$ cat src/rtl/ifc_ok_event_pkg.sv
// Shared types and default sizes for the ifc.ok change-event queue.
// The stamp field exists only when IFC_OK_EVENT_TS_EN is defined.
package ifc_ok_event_pkg;

  localparam int EVT_DEPTH  = 4;
  localparam int EVT_SEQ_W  = 8;
  localparam int EVT_DROP_W = 8;
  localparam int EVT_TS_W   = 16;

  typedef struct packed {
    logic [31:0]          value;
    logic [EVT_SEQ_W-1:0] seq;
`ifdef IFC_OK_EVENT_TS_EN
    logic [EVT_TS_W-1:0]  stamp;
`endif
  } ifc_ok_event_t;

endpackage

$ cat src/rtl/ifc_ok_event_queue_if.sv
// The ifc interface carrying the 32-bit ok field between its driver and its consumers.
interface ifc;
  logic [31:0] ok;

  modport out_modport (output ok);
  modport in_modport  (input ok);
endinterface

$ cat src/rtl/ifc_ok_event_fifo.sv
// Synchronous FIFO of ifc_ok_event_t; the head reads as zero while empty.
module ifc_ok_event_fifo
  import ifc_ok_event_pkg::*;
#(
  parameter int DEPTH = EVT_DEPTH
) (
  input  logic                   clk,
  input  logic                   rst,
  input  logic                   push,
  input  ifc_ok_event_t          din,
  input  logic                   pop,
  output logic                   full,
  output logic                   empty,
  output logic [$clog2(DEPTH):0] count,
  output ifc_ok_event_t          head
);
  localparam int AW = $clog2(DEPTH);

  ifc_ok_event_t mem [DEPTH];
  logic [AW-1:0] wr_q, rd_q;
  logic [AW:0]   cnt_q;
  logic          do_push, do_pop;

  assign empty   = (cnt_q == '0);
  assign full    = (cnt_q == (AW+1)'(DEPTH));
  assign do_pop  = pop && !empty;
  // A full FIFO still accepts a push when the head leaves in the same cycle.
  assign do_push = push && (!full || do_pop);
  assign count   = cnt_q;
  assign head    = empty ? '0 : mem[rd_q];

  always_ff @(posedge clk) begin
    if (rst) begin
      wr_q  <= '0;
      rd_q  <= '0;
      cnt_q <= '0;
    end else begin
      if (do_push) wr_q <= wr_q + 1'b1;
      if (do_pop)  rd_q <= rd_q + 1'b1;
      case ({do_push, do_pop})
        2'b10:   cnt_q <= cnt_q + 1'b1;
        2'b01:   cnt_q <= cnt_q - 1'b1;
        default: cnt_q <= cnt_q;
      endcase
    end
  end

  always_ff @(posedge clk) begin
    if (do_push) mem[wr_q] <= din;
  end

endmodule

$ cat src/rtl/ifc_ok_event_queue.sv
// Turns every change of ifc.ok into a sequenced event queued for a valid/ready consumer.
// Define IFC_OK_EVENT_TS_EN to add a free-running cycle stamp to each event (o_stamp).
module ifc_ok_event_queue
  import ifc_ok_event_pkg::*;
#(
  parameter int DEPTH  = EVT_DEPTH,
  parameter int SEQ_W  = EVT_SEQ_W,
  parameter int DROP_W = EVT_DROP_W,
  parameter int TS_W   = EVT_TS_W
) (
  input  logic                   clk,
  input  logic                   rst,
  ifc.in_modport                 isrc,
  output logic                   o_valid,
  input  logic                   i_ready,
  output logic [31:0]            o_value,
  output logic [SEQ_W-1:0]       o_seq,
  output logic [$clog2(DEPTH):0] o_count,
  output logic [DROP_W-1:0]      o_drop_cnt
`ifdef IFC_OK_EVENT_TS_EN
  ,
  output logic [TS_W-1:0]        o_stamp
`endif
);

  logic [31:0]       prev_q;
  logic              base_vld_q;
  logic [SEQ_W-1:0]  seq_q;
  logic [DROP_W-1:0] drop_q;
  logic              change, pop, full, empty;
  ifc_ok_event_t     push_evt, head;

  // Four-state compare so X/Z bits on ok also register as a change.
  assign change = base_vld_q && (isrc.ok !== prev_q);
  assign pop    = o_valid && i_ready;

  assign push_evt.value = isrc.ok;
  assign push_evt.seq   = seq_q;

`ifdef IFC_OK_EVENT_TS_EN
  logic [TS_W-1:0] ts_q;

  assign push_evt.stamp = ts_q;
  assign o_stamp        = head.stamp;

  always_ff @(posedge clk) begin
    if (rst) ts_q <= '0;
    else     ts_q <= ts_q + 1'b1;
  end
`endif

  ifc_ok_event_fifo #(.DEPTH(DEPTH)) u_fifo (
    .clk   (clk),
    .rst   (rst),
    .push  (change),
    .din   (push_evt),
    .pop   (pop),
    .full  (full),
    .empty (empty),
    .count (o_count),
    .head  (head)
  );

  assign o_valid    = !empty;
  assign o_value    = head.value;
  assign o_seq      = head.seq;
  assign o_drop_cnt = drop_q;

  // The sequence number advances on every change, dropped or not, so losses show as gaps.
  always_ff @(posedge clk) begin
    if (rst) begin
      prev_q     <= '0;
      base_vld_q <= 1'b0;
      seq_q      <= '0;
      drop_q     <= '0;
    end else begin
      prev_q     <= isrc.ok;
      base_vld_q <= 1'b1;
      if (change) seq_q <= seq_q + 1'b1;
      if (change && full && !pop && (drop_q != '1)) drop_q <= drop_q + 1'b1;
    end
  end

endmodule

$ cat src/flat_wrapper.sv
// flat-port wrapper written by rule: the top's interface ports become plain ports
module ifc_ok_event_queue_flat import ifc_ok_event_pkg::*;
#(
  parameter int DEPTH  = EVT_DEPTH,
  parameter int SEQ_W  = EVT_SEQ_W,
  parameter int DROP_W = EVT_DROP_W,
  parameter int TS_W   = EVT_TS_W
)
  (clk, rst, o_valid, i_ready, o_value, o_seq, o_count, o_drop_cnt, isrc_ok);
  ifc isrc_i ();
  input  logic clk;
  input  logic rst;
  output logic o_valid;
  input  logic i_ready;
  output logic [31:0] o_value;
  output logic [SEQ_W-1:0] o_seq;
  output logic [$clog2(DEPTH):0] o_count;
  output logic [DROP_W-1:0] o_drop_cnt;
  input wire logic [$bits(isrc_i.ok)-1:0] isrc_ok;
  assign isrc_i.ok = isrc_ok;
  ifc_ok_event_queue #(.DEPTH(DEPTH), .SEQ_W(SEQ_W), .DROP_W(DROP_W), .TS_W(TS_W)) u_core (.clk(clk), .rst(rst), .isrc(isrc_i), .o_valid(o_valid), .i_ready(i_ready), .o_value(o_value), .o_seq(o_seq), .o_count(o_count), .o_drop_cnt(o_drop_cnt));
endmodule
$ cat config.mk
export PLATFORM = sky130hd
export DESIGN_NAME = ifc_ok_event_queue_flat
export DESIGN_NICKNAME = d
export VERILOG_FILES = /design/src/rtl/ifc_ok_event_pkg.sv /design/src/rtl/ifc_ok_event_queue_if.sv /design/src/rtl/ifc_ok_event_fifo.sv /design/src/rtl/ifc_ok_event_queue.sv /design/src/flat_wrapper.sv
export SDC_FILE = /design/constraint.sdc
export NUM_CORES = 1
export LEC_CHECK = 0
export BUFFER_PORTS_ARGS = -buffer_cell sky130_fd_sc_hd__clkbuf_2
export CORE_MARGIN = 10
export CORE_UTILIZATION = 60
export DETAILED_ROUTE_END_ITERATION = 12
export PLACE_DENSITY = 0.82
export SLEW_MARGIN = 20
export SYNTH_ARGS = -nofsm -noshare
export SYNTH_HDL_FRONTEND = slang
export SYNTH_SLANG_ARGS = --single-unit
$ cat constraint.sdc
create_clock -name clk -period 3.77 [get_ports clk]
set_input_delay 0.377 -clock clk [delete_from_list [all_inputs] [get_ports clk]]
set_output_delay 0.377 -clock clk [all_outputs]
set_load 0.02 [all_outputs]
==> results.toml, run 1 <==
[synth]
synth_ff_type = "edfxtp_1"
yosys.area.top_type_share = 0.5609
ys_ff_latch = 218
synth_common_cells = "edfxtp_1, dfxtp_1, and2_1"
syn-cell-area_um2 = 8566
async_flop_share = 0
seq_area_frac_synth = 0.6965
synth_cell_type_count = 42
synth_warnings = 0
synth_top_area_cell = "edfxtp_1"
yosysMostFrequentCell = "edfxtp_1"
yosys-top-cells-area = "edfxtp_1, dfxtp_1, mux4_2, xor2_1, and2_1"
syn_area_per_cell_um2 = 16.70
synth_edf_count = 160
syn_inst = 513
synthesis.nets = 555

[global_route]
grt_first_pass_wirelength_um = 26340
grt_overflow = 0
antenna_found_initial = 0
grt_usage = 0.1659
grt_max_degree = 57
grt_pass1_vias = 4921

[setup_path]
cp.depth = 4
critical_path_class = "flop to primary output"
reg2reg_depth = 10
start_kind = "flop"
path_delay_family = "flip-flops"
crit_chain = "buf_4 -> mux4_2 -> and2_1 -> clkbuf_2"
slowest_stage = "dfxtp_2"
path_buf_inv = 2
r2r-end = "u_core.u_fifo.count[1]"
crit_required_ns = 3.39
cp_slowest_stage_delay_ns = 0.78
r2r-start = "u_core.prev_q[6]"
worstSetupEndpoint = "o_value[6]"
cp_max_fo = 18
reg2reg_slack_ns = 1.07
crit_arrival_ns = 2.45
end_kind = "primary output"

[cts]
cts_hold_buf = 0
cts_inserted_buffers = 22
postCtsResizedCells = 0
cts_tree = "done"
clkLatencyLatePin_ns = 0.49
cts.sinks = 218
cts_setup_buffers = 0
cts_root_buf = "clkbuf_16"
htreeDepth = 1
cts.clk_slew.worst_paths_ns = 0.06
cts_buffer_depth = 3

[pwr]
leakagePower_nw = 3.546
power_density_nw_per_um2 = 682.8
power_mw = 6.719
ir_drop_mv = 0.5293

[route]
post_drt_via_cell_ratio = 5.755
drt-initial-drc-count = 316
ant_nets = 0
first_pass_iters = 4
wire_per_inst_um = 20.68
drt-total-wl_um = 16560
vias = 4610
drc = 0

[min_path]
min_path_type = "input port to flop"

[floorplanning]
start_util = 0.6147
die-area_um2 = 19460
num_rows = 43
die_h_um = 139.5
core_area_um2 = 13930
die_x_um = 139.5
pin_count = 87

[timing]
fmax_ghz = 0.3538
slew_headroom = 0.2734
grt_setup_unrepaired = "false"
setup_tns_ns = 0
setup_viol = 0
period_share = 0.7498
finalCriticalPeriod_ns = 2.827
drv_slew = 0
fin_skew_ns = 0.008014
hold_viol = 0
tightest_slew_ns = 1.090

[run]
drv_cap = 0

[place]
numPortBuffers = 86
place_hpwl_um = 10340
gp_congestion = 0.7488

[finish]
nets = 647
n_antenna_cell = 0
drive_above_1_share = 0.2754
n_fill_cell = 869
syn_to_final_growth_pct = 14.88

[outcome]
status = "completed"
how the worst min path moves through the flow:
stage / startpoint / to / slack, ns / cells past startpoint
2_1_floorplan: u_core.seq_q[7] / u_core.u_fifo.mem[0][7] / 0.47 / 0
3_3_place_gp: u_core.o_drop_cnt[5] / u_core.o_drop_cnt[5] / 0.48 / 2
3_5_place_dp: u_core.o_drop_cnt[7] / u_core.o_drop_cnt[7] / 0.52 / 2
4_1_cts: isrc_ok[15] / u_core.u_fifo.mem[2][23] / 0.13 / 1
5_1_grt: isrc_ok[3] / u_core.u_fifo.mem[1][11] / 0.14 / 1
6_report: isrc_ok[15] / u_core.u_fifo.mem[0][23] / 0.14 / 1
cells in the final DEF, fill, tap and decap left out, types with 3 or more instances in the layout:
cell and n:
edfxtp_1 160, nor2_1 15, mux4_2 40, mux2i_1 7, nor4_1 8, nor3_1 3
dfxtp_1 56, a21oi_1 10, clkbuf_2 86, xor2_1 37, inv_1 5, or3_1 8
nand3_1 7, o21ai_0 6, clkbuf_1 9, clkbuf_16 23, and2_1 42, nand2_1 10
and2_4 3, o31ai_1 3, nor2b_1 32, o211ai_1 3, clkinv_1 4, buf_4 4
or4_1 3, ha_1 6
per-layer routing:
layer / up-vias / GRT usage / wire [um]
met5: - / 0 / 0
met4: 0 / 0.04338 / 281
met3: 22 / 0.03845 / 1143
met2: 133 / 0.2887 / 8619
met1: 2330 / 0.2033 / 6519
li1: 2125 / - / -
sequential cells by signal, summed over array words and instances (netlist names), named ones only:
name	flops
u_core.base_vld_q	1
u_core.u_fifo.mem	160
u_core.o_drop_cnt	8
u_core.u_fifo.wr_q	2
u_core.u_fifo.rd_q	2
u_core.prev_q	32
u_core.seq_q	8
u_core.u_fifo.count	3
report_power, final:
| part | switching, mW | internal (mW) | leakage (nW) | total, mW |
|---|---|---|---|---|
| logic | 1.03 | 0.767 | 1.26 | 1.80 |
| clock network | 0.824 | 1.16 | 0.319 | 1.98 |
| registers | 0.164 | 2.78 | 1.96 | 2.94 |
| total | 2.02 | 4.70 | 3.55 | 6.72 |
metrics by stage:
stage / hold WS, ns / worst slack, ns / instances / instance area [um^2] / util
floorplan: 0.4740 / 1.192 / 513 / 8566 / -
global placement: 0.4812 / 0.9239 / 761 / 9171 / 0.6582
global route: 0.1380 / 0.7631 / 801 / 9841 / 0.7062
finish: 0.1391 / 0.9433 / 801 / 9841 / 0.7062
CTS: 0.1306 / 0.8617 / 801 / 9837 / 0.7059
detailed placement: 0.5183 / 0.8433 / 761 / 9171 / 0.6582
kinds of logic (layout without fill, tap and decap cells):
group           count (synthesis)  after routing  share of synthesized area
flops                         218            218                     0.6965
simple gates                  142            142                    0.09831
mux                            47             47                     0.1134
xor+xnor                       39             39                    0.03988
compound gates                 32             32                    0.02615
buf+inv                        28            136                    0.01475
fa+ha+maj                       7              7                    0.01110
cell type report:
cell class	instances	area (um^2)	share of cell area
inverters	5	18.77	0.001907
repair buffers	91	480.5	0.04882
well taps	180	225.2	0.02289
flip-flops and latches	218	5968	0.6065
clock buffers	34	636.9	0.06472
clock inverters	6	28.78	0.002924
multi-input cells	267	2482	0.2523
Note: power is estimated with default switching activity, not from simulation.
==> run 2, diff against run 1 <==
- ABC_AREA: not set -> 1
- CORE_UTILIZATION: 60 -> 53
- PLACE_DENSITY: 0.82 -> 0.77
- clock period: 3.77 -> 2.4 ns (I/O delays scaled with it)
==> results.toml, run 2 <==
[timing]
hold_viol = 0
holdWs_ns = 0.01318
slew_headroom = 0.6690
drv_slew = 0
tightest_slew_ns = 0.4965
layout_setup_ws_ns = 0.1142
grt_setup_unrepaired = "false"
fin_skew_ns = 0.01611
fmax_ghz = 0.4375
finalCriticalPeriod_ns = 2.286
period_share = 0.9524
setup_viol = 0

[global_route]
grt_usage = 0.1681
grt_max_degree = 42
antenna_found_initial = 2
grt_first_pass_wirelength_um = 30310
grt_overflow = 0
grt_pass1_vias = 5877

[cts]
cts_buffer_depth = 3
clkLatencyLatePin_ns = 0.50
cts.clk_slew.worst_paths_ns = 0.06
cts_tree = "done"
cts.sinks = 218
cts_setup_buffers = 0
cts_inserted_buffers = 23
cts_root_buf = "clkbuf_16"
htreeDepth = 1

[floorplanning]
die_h_um = 148.5
num_rows = 46
die-area_um2 = 22050
die_x_um = 148.5
start_util = 0.5450
pin_count = 87
core_area_um2 = 16060

[synth]
ys_ff_latch = 218
async_flop_share = 0
syn-cell-area_um2 = 8751
synth_top_family_by_area = "simple AND/OR/NAND/NOR gates"
synth_warnings = 0
synth_common_cells = "nor2_1, edfxtp_1, nand2_1"
synthAdderAreaFrac = 0.01087
synth_compound_area_frac = 0.08607
synth_cell_type_count = 27
synth_ff_type = "edfxtp_1"
synth_top_area_cell = "edfxtp_1"
seq_area_frac_synth = 0.6817
syn_inst = 833
yosys.area.top_type_share = 0.5490
syn_area_per_cell_um2 = 10.51
yosysMostFrequentCell = "nor2_1"
synth_edf_count = 160
synthesis.nets = 875
synthMuxAreaShare = 0
yosys.area_share.simple = 0.1458
synth-xor-area-share = 0.02902
yosys-top-cells-area = "edfxtp_1, dfxtp_1, nor2_1, o21ai_0, nand2_1"

[finish]
syn_to_final_growth_pct = 21.46
final_area_um2 = 10630
nets = 994
n_fill_cell = 1186
largest_reg_flops = 160
layout_commonest_cell = "nor2_1"
drive_above_1_share = 0.1675
final_cell_mix = "nor2_1, edfxtp_1, clkbuf_2"
reg.largest.list = "u_core.u_fifo.mem (160), u_core.prev_q (32)"
registers.top_by_ff_count = "u_core.u_fifo.mem"

[setup_path]
slowest_stage = "dfxtp_2"
crit_required_ns = 2.16
critical_path_class = "flop to primary output"
cp_slowest_stage_delay_ns = 0.40
cp_max_fo = 21
start_kind = "flop"
reg2reg_depth = 12
r2r-end = "u_core.u_fifo.count[1]"
crit_chain = "buf_12 -> inv_1 -> buf_4 -> nor2_1 -> o21ai_0 -> a21oi_2 -> clkbuf_2"
r2r-start = "u_core.prev_q[13]"
crit_arrival_ns = 2.05
end_kind = "primary output"
reg2reg_slack_ns = 0.30

[min_path]
hold_path_depth = 1
worstHoldStart = "isrc_ok[28]"
min_path_type = "input port to flop"
hold_path_end = "u_core.u_fifo.mem[0][36]"

[route]
drc = 0
vias = 6113
first_pass_iters = 5
wire_per_inst_um = 16.30
drt-total-wl_um = 19320
ant_nets = 0
post_drt_via_cell_ratio = 5.159
drt-initial-drc-count = 430

[pwr]
ir_drop_mv = 0.7137
comb_power_share = 0.209
switchingPower_mw = 2.901
p_sw_frac = 0.2890
leakagePower_nw = 4.157
clock_power_share = 0.356
intPower_mw = 7.138
power_density_nw_per_um2 = 944.5
seqPwrFrac = 0.434

[place]
gp_congestion = 0.7791
place_hpwl_um = 11550
place_area_um2 = 9598
place_ws_ns = 0.2286
numPortBuffers = 86

[run]
drv_cap = 0

[outcome]
status = "completed"
-- run 2: cell count changes in the layout (fill, tap and decap cells not counted), moves of 42 or more --
| cell | before | now |
|---|---|---|
| a21oi_1 | 10 | 55 |
| inv_1 | 5 | 64 |
| and2_1 | 42 | 0 |
| nor2_1 | 15 | 216 |
| nand2_1 | 10 | 80 |
| o21ai_0 | 6 | 71 |
-- run 2: layer usage --
layer,global-route usage,wire length (um),up-vias,share of wire
met5,0,0,-,0
met4,0.05203,385,0,0.020
met3,0.02913,1401,34,0.073
met2,0.2875,9478,221,0.49
met1,0.2123,8051,2843,0.42
li1,-,-,3015,-
-- run 2: through the flow --
step	instances	power (mW)	util	TNS [ns]
global placement	1123	6.460	0.5977	0
detailed placement	1123	6.497	0.5977	0
global route	1185	10.50	0.6619	0
finish	1185	10.04	0.6619	0
floorplan	833	5.710	-	-24.41
CTS	1182	10.10	0.6586	0
-- run 2: area by class of cell --
type | count | area, um^2 | share of cell area
multi-input combinational | 511 | 2421 | 0.2278
tap | 216 | 270.3 | 0.02543
clock inverter | 6 | 90.09 | 0.008476
inverter | 65 | 244.0 | 0.02295
antenna | 2 | 5.005 | 0.0004709
sequential | 218 | 5968 | 0.5615
timing repair buffer | 133 | 933.4 | 0.08782
clock buffer | 34 | 696.9 | 0.06557
-- run 2: worst max path at each step --
| stage | end | slack (ns) | depth (start not counted) |
|---|---|---|---|
| 6_report | o_value[0] | 0.11 | 7 |
| 5_1_grt | o_seq[6] | 0.006 | 6 |
| 4_1_cts | o_value[8] | 0.03 | 7 |
| 3_5_place_dp | u_core.u_fifo.count[1] | 0.23 | 15 |
| 3_3_place_gp | u_core.u_fifo.count[1] | 0.31 | 13 |
| 2_1_floorplan | u_core.u_fifo.mem[0][0] | -0.15 | 12 |
-- run 2: cells by family (layout without fill, tap and decap cells) --
group | count (synthesis) | count (layout)
flops | 218 | 218
other cells | 0 | 2
simple gates | 326 | 326
compound gates | 149 | 149
fa+ha+maj | 7 | 7
xor+xnor | 29 | 29
buf+inv | 104 | 238
-- run 2: power by group through the flow --
stage	clock (mW)	sequential, mW	combinational, mW
floorplan	0	4.43	1.28
CTS	3.65	4.36	2.09
detailed placement	0	4.44	2.06
global route	3.80	4.38	2.32
finish	3.58	4.36	2.10
global placement	0	4.43	2.03
-- run 2: repair_timing --
action / in CTS / in global routing
endpoints found under the setup margin: 0 / 9
resized for setup: 0 / 8
hold endpoints to repair: 87 / 0
hold buffers: 19 / 0
-- run 2: worst max-delay path: cells and delay by family (launching register included) --
kind	cells	cell delay, ns
flops	1	0.40
compound gates	2	0.33
buf+inv	4	0.69
simple gates	1	0.12
==> run 3, diff against run 2 <==
--- a/config.mk
+++ b/config.mk
@@ -10,5 +10,5 @@
 export CORE_MARGIN = 10
-export CORE_UTILIZATION = 53
+export CORE_UTILIZATION = 60
 export DETAILED_ROUTE_END_ITERATION = 12
-export PLACE_DENSITY = 0.77
+export PLACE_DENSITY = 0.82
 export SLEW_MARGIN = 20
==> constraint.sdc (replaced) <==
create_clock -name clk -period 2.9 [get_ports clk]
set_input_delay 0.29 -clock clk [delete_from_list [all_inputs] [get_ports clk]]
set_output_delay 0.29 -clock clk [all_outputs]
set_load 0.1 [all_outputs]
==> results.toml, run 3 (synthesis results as in run 2) <==
[route]
drc = 0
drt-total-wl_um = 20620
drt-initial-drc-count = 616
wire_per_inst_um = 18.53
first_pass_iters = 7
ant_nets = 0
vias = 6213
post_drt_via_cell_ratio = 5.582

[timing]
grt_setup_unrepaired = "false"
fin_skew_ns = 0.008996
slew_headroom = 0.4234
finalCriticalPeriod_ns = 2.756
drv_slew = 0
setup_viol = 0
tightest_slew_ns = 0.8649
fmax_ghz = 0.3629
setup_tns_ns = 0
layout_setup_ws_ns = 0.1441
hold_viol = 0
period_share = 0.9503

[setup_path]
end_kind = "primary output"
start_kind = "flop"
critical_path_class = "flop to primary output"
crit_arrival_ns = 2.47
crit_required_ns = 2.61
cp_max_fo = 80

[cts]
cts_inserted_buffers = 21
cts.clk_slew.worst_paths_ns = 0.07
clkLatencyLatePin_ns = 0.49
htreeDepth = 1
cts.sinks = 218
cts_root_buf = "clkbuf_16"
postCtsResizedCells = 0
cts_buffer_depth = 3
cts_tree = "done"
cts_setup_buffers = 0
cts_hold_buf = 0

[finish]
final_cell_mix = "nor2_1, edfxtp_1, nand2_1"
registers.top_by_ff_count = "u_core.u_fifo.mem"
layout_commonest_cell = "nor2_1"
n_antenna_cell = 0
nets = 956
syn_to_final_growth_pct = 28.54
reg.largest.list = "u_core.u_fifo.mem (160), u_core.prev_q (32)"
drive_above_1_share = 0.1981
largest_reg_flops = 160

[global_route]
grt_first_pass_wirelength_um = 33020
grt_overflow = 0
grt.met1_usage = 0.2400
grt_usage = 0.2029
grtUsageMet2 = 0.3635
grt_max_degree = 81
antenna_found_initial = 0
grt_pass1_vias = 6554
busiest_layer = "met2"
use_met3 = 0.04165

[place]
place_hpwl_um = 12030
gp_congestion = 0.7726
numPortBuffers = 86
place_ws_ns = 0.3030

[run]
drv_cap = 0

[floorplanning]
pin_count = 87
start_util = 0.6067
die_h_um = 140.8
core_area_um2 = 14420
die_x_um = 140.8
num_rows = 44
die-area_um2 = 19810

[pwr]
leakagePower_nw = 4.181
power_density_nw_per_um2 = 972.9
ir_drop_mv = 1.159
power_mw = 10.94

[min_path]
min_path_type = "input port to flop"

[outcome]
status = "completed"
run 3: cell types whose count changed in the layout (fill, tap and decap cells not counted), sizes merged:
cell / before / now
clkinv: 1 / 4
clkbuf: 120 / 72
bufinv: 2 / 5
dlygate4sd3: 19 / 0
buf: 28 / 51
diode: 2 / 0
run 3: worst paths after layout:
| kind | end | cells after the start | start | slack [ns] |
|---|---|---|---|---|
| worst min register to register | u_core.o_drop_cnt[1] | 2 | u_core.o_drop_cnt[1] | 0.50 |
| worst max register to register | u_core.u_fifo.mem[3][13] | 13 | u_core.prev_q[0] | 0.39 |
| worst max-delay path | o_seq[7] | 6 | flop | 0.14 |
| worst min-delay path | u_core.u_fifo.mem[0][26] | 1 | isrc_ok[18] | 0.05 |
run 3: through the flow:
| stage | instance area, um^2 | utilization | hold slack (ns) | cells |
|---|---|---|---|---|
| detailed placement | 10500 | 0.7278 | 0.4981 | 1075 |
| CTS | 11250 | 0.7798 | 0.03741 | 1113 |
| floorplan | 9218 | - | 0.3889 | 833 |
| finish | 11250 | 0.7798 | 0.05216 | 1113 |
| global route | 11250 | 0.7798 | 0.04256 | 1113 |
| global placement | 10500 | 0.7278 | 0.4821 | 1075 |
run 3: per-layer routing:
layer,wire (um),share of wire
met5,0,0
met4,380,0.018
met3,1654,0.080
met2,10740,0.52
met1,7847,0.38
run 3: final cells by class:
| type | instances | area, um^2 |
|---|---|---|
| Inverter | 65 | 246.5 |
| Sequential cell | 218 | 5971 |
| Fill cell | 784 | 3176 |
| Multi-Input combinational cell | 511 | 2861 |
| Tap cell | 184 | 230.2 |
| Clock buffer | 26 | 554.3 |
| Timing Repair Buffer | 97 | 1189 |
| Clock inverter | 12 | 196.4 |
run 3: worst max-delay path, cell delays in order (launching register included):
cell and delay [ns]:
dfxtp_2 0.34, buf_4 0.67, nor2_1 0.18, nor2_1 0.18
o21ai_0 0.18, a21oi_4 0.21, buf_12 0.19
run 3: power by group:
| group | switching [mW] | internal (mW) | leakage [nW] |
|---|---|---|---|
| Combinational | 3.06 | 1.34 | 1.86 |
| Sequential | 0.0726 | 3.54 | 1.96 |
| Clock | 1.12 | 1.82 | 0.366 |
